==> src/rtl/fifo_pkg.sv <==
// Shared FIFO pointer types and helpers for the read- and write-side controllers.
// Pointers carry a wrap bit above the address so that any DEPTH, including non-power-of-2, is supported.
package fifo_pkg;

  localparam int unsigned FIFO_MAX_ADDR_W = 31;

  typedef logic [FIFO_MAX_ADDR_W-1:0] addr_t;
  typedef logic [FIFO_MAX_ADDR_W:0]   ptr_t;

  // The wrap bit sits at position addr_w. The address wraps at depth-1, not at a power of 2.
  function automatic ptr_t next_ptr(input ptr_t ptr, input int unsigned depth,
                                    input int unsigned addr_w);
    ptr_t  wrap_bit;
    ptr_t  wrap;
    addr_t mask;
    addr_t addr;
    wrap_bit = ptr_t'(1) << addr_w;
    mask     = addr_t'(wrap_bit - ptr_t'(1));
    addr     = addr_t'(ptr) & mask;
    wrap     = ptr & wrap_bit;
    if (addr == addr_t'(depth - 1)) begin
      addr = '0;
      wrap = wrap ^ wrap_bit;
    end else begin
      addr = addr + addr_t'(1);
    end
    return ptr_t'(addr) | wrap;
  endfunction

  function automatic ptr_t bin2gray(input ptr_t b);
    return b ^ (b >> 1);
  endfunction

endpackage

==> src/rtl/fifo_level_calc.sv <==
// Combinational occupancy, empty and almost-empty from a pair of wrap-bit pointers.
module fifo_level_calc #(
  parameter int unsigned DEPTH     = 16,
  parameter int unsigned ADDR_W    = $clog2(DEPTH),
  parameter int unsigned AE_THRESH = 2
) (
  input  logic [ADDR_W:0] rd_ptr,
  input  logic [ADDR_W:0] wr_ptr,
  output logic [ADDR_W:0] level,
  output logic            empty,
  output logic            almost_empty
);

  localparam int unsigned LW = ADDR_W + 1;

  logic [ADDR_W:0] rd_addr;
  logic [ADDR_W:0] wr_addr;

  always_comb begin
    rd_addr = {1'b0, rd_ptr[ADDR_W-1:0]};
    wr_addr = {1'b0, wr_ptr[ADDR_W-1:0]};
    // With differing wrap bits the writer is one lap ahead, so DEPTH is added back.
    if (rd_ptr[ADDR_W] == wr_ptr[ADDR_W]) begin
      level = wr_addr - rd_addr;
    end else begin
      level = LW'(DEPTH) - rd_addr + wr_addr;
    end
  end

  assign empty        = (rd_ptr == wr_ptr);
  assign almost_empty = (level <= LW'(AE_THRESH));

endmodule

==> src/rtl/fifo_rd_ptr_ctrl.sv <==
// Read-side pointer controller for the single-clock FIFO: pop handling, memory read strobe, status, underflow.
// FIFO_RD_GRAY_EN adds a registered Gray-coded copy of rd_ptr (power-of-2 DEPTH only).
module fifo_rd_ptr_ctrl
  import fifo_pkg::*;
#(
  parameter int unsigned DEPTH     = 16,
  parameter int unsigned ADDR_W    = $clog2(DEPTH),
  parameter int unsigned AE_THRESH = 2,
  parameter int unsigned ERR_CNT_W = 8
) (
  input  logic                 clk,
  input  logic                 rst_n,
  input  logic                 pop,
  input  logic [ADDR_W:0]      wr_ptr,
  input  logic                 err_clr,
  output logic                 ena_rd,
  output logic [ADDR_W-1:0]    addr_rd,
  output logic [ADDR_W:0]      rd_ptr,
  output logic                 rd_valid,
  output logic                 empty,
  output logic                 almost_empty,
  output logic [ADDR_W:0]      level,
  output logic                 led_error,
  output logic [ERR_CNT_W-1:0] err_cnt
`ifdef FIFO_RD_GRAY_EN
  ,
  output logic [ADDR_W:0]      rd_ptr_gray
`endif
);

  localparam int unsigned PTR_W = ADDR_W + 1;

  logic [ADDR_W:0]      rd_ptr_q, rd_ptr_d;
  logic                 rd_valid_q, rd_valid_d;
  logic                 led_error_q, led_error_d;
  logic [ERR_CNT_W-1:0] err_cnt_q, err_cnt_d;
  logic                 accept;
  logic                 underflow;

  fifo_level_calc #(
    .DEPTH     (DEPTH),
    .ADDR_W    (ADDR_W),
    .AE_THRESH (AE_THRESH)
  ) u_level (
    .rd_ptr       (rd_ptr_q),
    .wr_ptr       (wr_ptr),
    .level        (level),
    .empty        (empty),
    .almost_empty (almost_empty)
  );

  assign accept    = pop & ~empty;
  assign underflow = pop & empty;

  always_comb begin
    rd_ptr_d    = rd_ptr_q;
    rd_valid_d  = accept;
    led_error_d = led_error_q;
    err_cnt_d   = err_cnt_q;
    if (accept) begin
      rd_ptr_d = PTR_W'(next_ptr(ptr_t'(rd_ptr_q), DEPTH, ADDR_W));
    end
    if (err_clr) begin
      led_error_d = 1'b0;
      err_cnt_d   = '0;
    end
    // An underflow in the clearing cycle counts as the first event after the clear.
    if (underflow) begin
      led_error_d = 1'b1;
      if (err_clr) begin
        err_cnt_d = ERR_CNT_W'(1);
      end else if (err_cnt_q != '1) begin
        err_cnt_d = err_cnt_q + ERR_CNT_W'(1);
      end
    end
  end

  always_ff @(posedge clk or negedge rst_n) begin
    if (!rst_n) begin
      rd_ptr_q    <= '0;
      rd_valid_q  <= 1'b0;
      led_error_q <= 1'b0;
      err_cnt_q   <= '0;
    end else begin
      rd_ptr_q    <= rd_ptr_d;
      rd_valid_q  <= rd_valid_d;
      led_error_q <= led_error_d;
      err_cnt_q   <= err_cnt_d;
    end
  end

  assign ena_rd    = accept;
  assign addr_rd   = rd_ptr_q[ADDR_W-1:0];
  assign rd_ptr    = rd_ptr_q;
  assign rd_valid  = rd_valid_q;
  assign led_error = led_error_q;
  assign err_cnt   = err_cnt_q;

`ifdef FIFO_RD_GRAY_EN
  if ((DEPTH & (DEPTH - 1)) != 0) begin : g_depth_chk
    $error("fifo_rd_ptr_ctrl: Gray read pointer needs a power-of-2 DEPTH");
  end

  logic [ADDR_W:0] rd_ptr_gray_q, rd_ptr_gray_d;

  always_comb begin
    rd_ptr_gray_d = PTR_W'(bin2gray(ptr_t'(rd_ptr_d)));
  end

  always_ff @(posedge clk or negedge rst_n) begin
    if (!rst_n) begin
      rd_ptr_gray_q <= '0;
    end else begin
      rd_ptr_gray_q <= rd_ptr_gray_d;
    end
  end

  assign rd_ptr_gray = rd_ptr_gray_q;
`endif

endmodule
==> config.mk <==
export PLATFORM = sky130hd
export DESIGN_NAME = fifo_rd_ptr_ctrl
export DESIGN_NICKNAME = d
export VERILOG_FILES = /design/src/rtl/fifo_pkg.sv /design/src/rtl/fifo_level_calc.sv /design/src/rtl/fifo_rd_ptr_ctrl.sv
export SDC_FILE = /design/constraint.sdc
export NUM_CORES = 1
export LEC_CHECK = 0
export ABC_AREA = 1
export ABC_CLOCK_PERIOD_IN_PS = 1700
export BUFFER_PORTS_ARGS = -buffer_cell sky130_fd_sc_hd__buf_2
export CAP_MARGIN = 30
export CELL_PAD_IN_SITES_DETAIL_PLACEMENT = 2
export CELL_PAD_IN_SITES_GLOBAL_PLACEMENT = 2
export CORE_MARGIN = 5
export CORE_UTILIZATION = 25
export DETAILED_ROUTE_END_ITERATION = 8
export GPL_TIMING_DRIVEN = 0
export PLACE_DENSITY_LB_ADDON = 0.2
export SYNTH_ARGS = -nofsm -noshare
export SYNTH_HDL_FRONTEND = slang
export SYNTH_SLANG_ARGS = --single-unit
==> constraint.sdc <==
create_clock -name clk -period 1.7 [get_ports clk]
set_input_delay 0.255 -clock clk [delete_from_list [all_inputs] [get_ports clk]]
set_output_delay 0.255 -clock clk [all_outputs]
set_load 0.005 [all_outputs]
==> impl_metrics.py <==
metrics = {
    "clock_tree": {
        "path_clk_slew_ns": 0.06,
        "clock_path_buffers": 2,
        "cts_buffers": 3,
        "cts_tree": "built",
        "htreeDepth": 1,
        "clock-root-buffer": "clkbuf_8",
        "cts_num_sinks": 15,
        "clock_latency_ns": 0.25,
    },
    "layout": {
        "nNetsFinal": 206,
        "fillCellCount": 497,
        "drive_gt1_share_pct": 49.74,
        "syn_to_final_growth_pct": 51.26,
        "finalNonFillerCells": 241,
        "antenna_cells": 0,
        "final_core_util_pct": 38.52,
    },
    "hold_path": {
        "holdPathStages": 4,
        "hp-start": "err_clr",
        "hold_class": "primary input to flop",
        "min_to": "err_cnt[7]",
    },
    "critical_path": {
        "slowest_delay_ns": 0.44,
        "critical_path.endpoint_type": "output pin",
        "crit_slowest_cell": "dfrtp_2",
        "start_kind": "flop",
        "r2r_start": "rd_ptr[1]",
        "path_max_fanout": 2,
        "cp.arrival_ns": 1.83,
        "rrSetupSlack_ns": 0,
        "crit_type": "flop to output pin",
        "cp_cell_sequence": "ha_4, fa_2, o21ai_2, xnor2_2, nand2_1, nor2_1, buf_2",
        "reg2reg_to": "rd_ptr[4]",
        "cp.required_ns": 1.44,
        "rr_worst_depth": 11,
        "startpoint": "rd_ptr[0]",
    },
    "global_route": {
        "grt-ovfl-total": 0,
        "grt_pass1_vias": 1240,
        "grt_max_degree": 16,
        "antenna_found_initial": 0,
        "grt_usage_pct": 12.24,
        "grt_pass1_wl_mm": 5.878,
    },
    "logic_synthesis": {
        "syn_avg_cell_area_sq_um": 8.222,
        "ys_seq_elements": 15,
        "synthArstFlopShare_pct": 100.0,
        "synth-seq-area-share_pct": 34.32,
        "synth_area_leaders": "dfrtp_1 (34%), nand2_1 (9.3%), ha_1 (6.9%)",
        "mappedNetlistNets": 149,
        "ys_warn_count": 0,
        "yosys.cell_types.count": 24,
        "synth_commonest_cells": "nand2_1 (27), inv_1 (18), dfrtp_1 (15)",
        "synth_area_sq_mm": 0.001094,
        "synth_edf_count": 0,
        "synth_top_area_share_pct": 34.32,
        "synthMostInstantiatedCell": "nand2_1",
        "synth_flop_cell": "dfrtp_1",
        "yosysTopAreaCell": "dfrtp_1",
        "syn_inst": 133,
    },
    "power": {
        "worst_ir_drop_vdd_mv": 0.6261,
        "p_leak_uw": 0.0008452,
        "p_per_area_mw_per_mm2": 1390,
        "finalPower_uw": 2299,
    },
    "outcome": {
        "status": "finished, violations left",
        "violations": "negative setup slack",
    },
    "route": {
        "drtPass1Iterations": 2,
        "routed_wl_mm": 3.762,
        "ant_nets": 0,
        "wire_per_inst_um": 15.61,
        "drc": 0,
        "num_vias": 1106,
        "drt_first_iter_violations": 15,
        "vias_per_cell": 4.589,
    },
    "placement": {
        "io_buffers": 35,
        "detailed_place_hpwl_mm": 2.514,
        "dp_cells": 220,
        "globalplace.congestion": 0.7581,
    },
    "floorplanning": {
        "die_x_um": 76.14,
        "core_sq_mm": 0.004294,
        "dieHeight_um": 76.14,
        "ios": 36,
        "dieArea_sq_mm": 0.005797,
        "rows": 24,
        "start_util_pct": 25.47,
    },
    "job": {
        "cap_violations": 0,
    },
    "sta": {
        "hold_viol_final": 0,
        "relSlewSlack_pct": 74.78,
        "rsz0062_at_grt": "true",
        "setup_tns_ns": -1.434,
        "worst_slew_pin_slew_ns": 0.3783,
        "max_clock_freq_mhz": 479.2,
        "post-route-min-period_ns": 2.087,
        "slew_violations": 0,
        "setup_viol": 8,
        "fin_worst_skew_ns": 0.0008641,
        "final.setup.worst_slack_ns": -0.3869,
        "fin_crit_sh_pct": 122.8,
    },
}
-- report_power, final --
group          total [uW]  internal (uW)  switching, uW  leakage (uW)
sequential            505            430           75.2      0.000195
combinational        1500            786            711      0.000627
clock                 298            166            132     0.0000228
-- timing repair --
item                                    CTS  global route
setup buffers                            10             7
pin swaps                                 4             6
cloned                                    0             0
hold endpoints to repair                 15             0
endpoints found under the setup margin   18            12
resized for setup                        15            16
hold buffers                              1             0
-- logic make-up after synthesis --
group,synth area share (%)
fa+ha+maj,8.696
flops,34.32
buf+inv,9.840
simple gates,31.35
xor+xnor,7.894
compound gates,7.894
-- layout make-up --
cell class / instances / area [sq um] / area share [%]
sequential: 15 / 377.9 / 22.84
inverter: 20 / 80.08 / 4.841
clock buffer: 4 / 45.04 / 2.723
timing repair buffer: 52 / 345.3 / 20.88
tap: 52 / 65.06 / 3.933
buffer: 4 / 30.03 / 1.815
multi-input combinational: 94 / 710.7 / 42.97
-- worst max path at each step --
stage | endpoint | cells after the start
2_1_floorplan | almost_empty | 6
3_3_place_gp | almost_empty | 7
3_5_place_dp | almost_empty | 8
4_1_cts | almost_empty | 7
5_1_grt | almost_empty | 7
6_report | almost_empty | 7
-- critical path, delay by kind of cell, from the launching register on --
| family | cells | cell delay, ns |
|---|---|---|
| adder cells (fa/ha/maj) | 2 | 0.53 |
| XOR/XNOR | 1 | 0.14 |
| AND/OR/NAND/NOR | 2 | 0.19 |
| flip-flops | 1 | 0.44 |
| buffers and inverters | 1 | 0.11 |
| AO/OA/AOI/OAI | 1 | 0.17 |
-- per-layer routing --
layer	track usage (%)	routed length [um]	up-vias
li1	-	-	536
met1	14.05	1536	548
met2	23.03	2096	20
met3	2.837	121	2
met4	2.098	8	0
met5	0	0	-
-- per-stage QoR --
step                hold slack, ns  setup slack (ns)  area (sq um)
floorplan                 -0.04059          -0.01296          1102
CTS                         0.3217           -0.3870          1543
global route                0.3443           -0.4814          1654
global placement            0.1995           -0.1816          1343
detailed placement          0.2019           -0.2433          1343
finish                      0.3259           -0.3869          1654
-- state kept, by name (all words and copies together), names as in the netlist --
register and count:
led_error 1, rd_ptr 5, rd_valid 1, err_cnt 8
-- placed cells by master (no fill, tap or decap) --
master          n
buf_4          16
o22ai_2         1
inv_6           1
fa_2            1
ha_1            2
clkinv_1        1
clkbuf_1        1
nor2_1          8
dfrtp_1        13
xnor2_2         1
nand2_4         6
a21oi_1         5
nand3_2         2
nor2_8          1
a21oi_2         1
nand3_1        11
nand2_2         3
xnor2_1         3
o21ai_0         5
o21ai_1         1
nand4_1         2
nand2_1        25
nand3_4         1
nor2_4          3
xor2_1          4
inv_2           6
buf_2          31
dfrtp_2         2
ha_4            4
nor4_1          1
xor2_2          1
inv_1          12
dlygate4sd3_1   1
clkbuf_8        3
buf_6           8
o21ai_2         2
No activity file was read; power rests on OpenSTA's default activity.
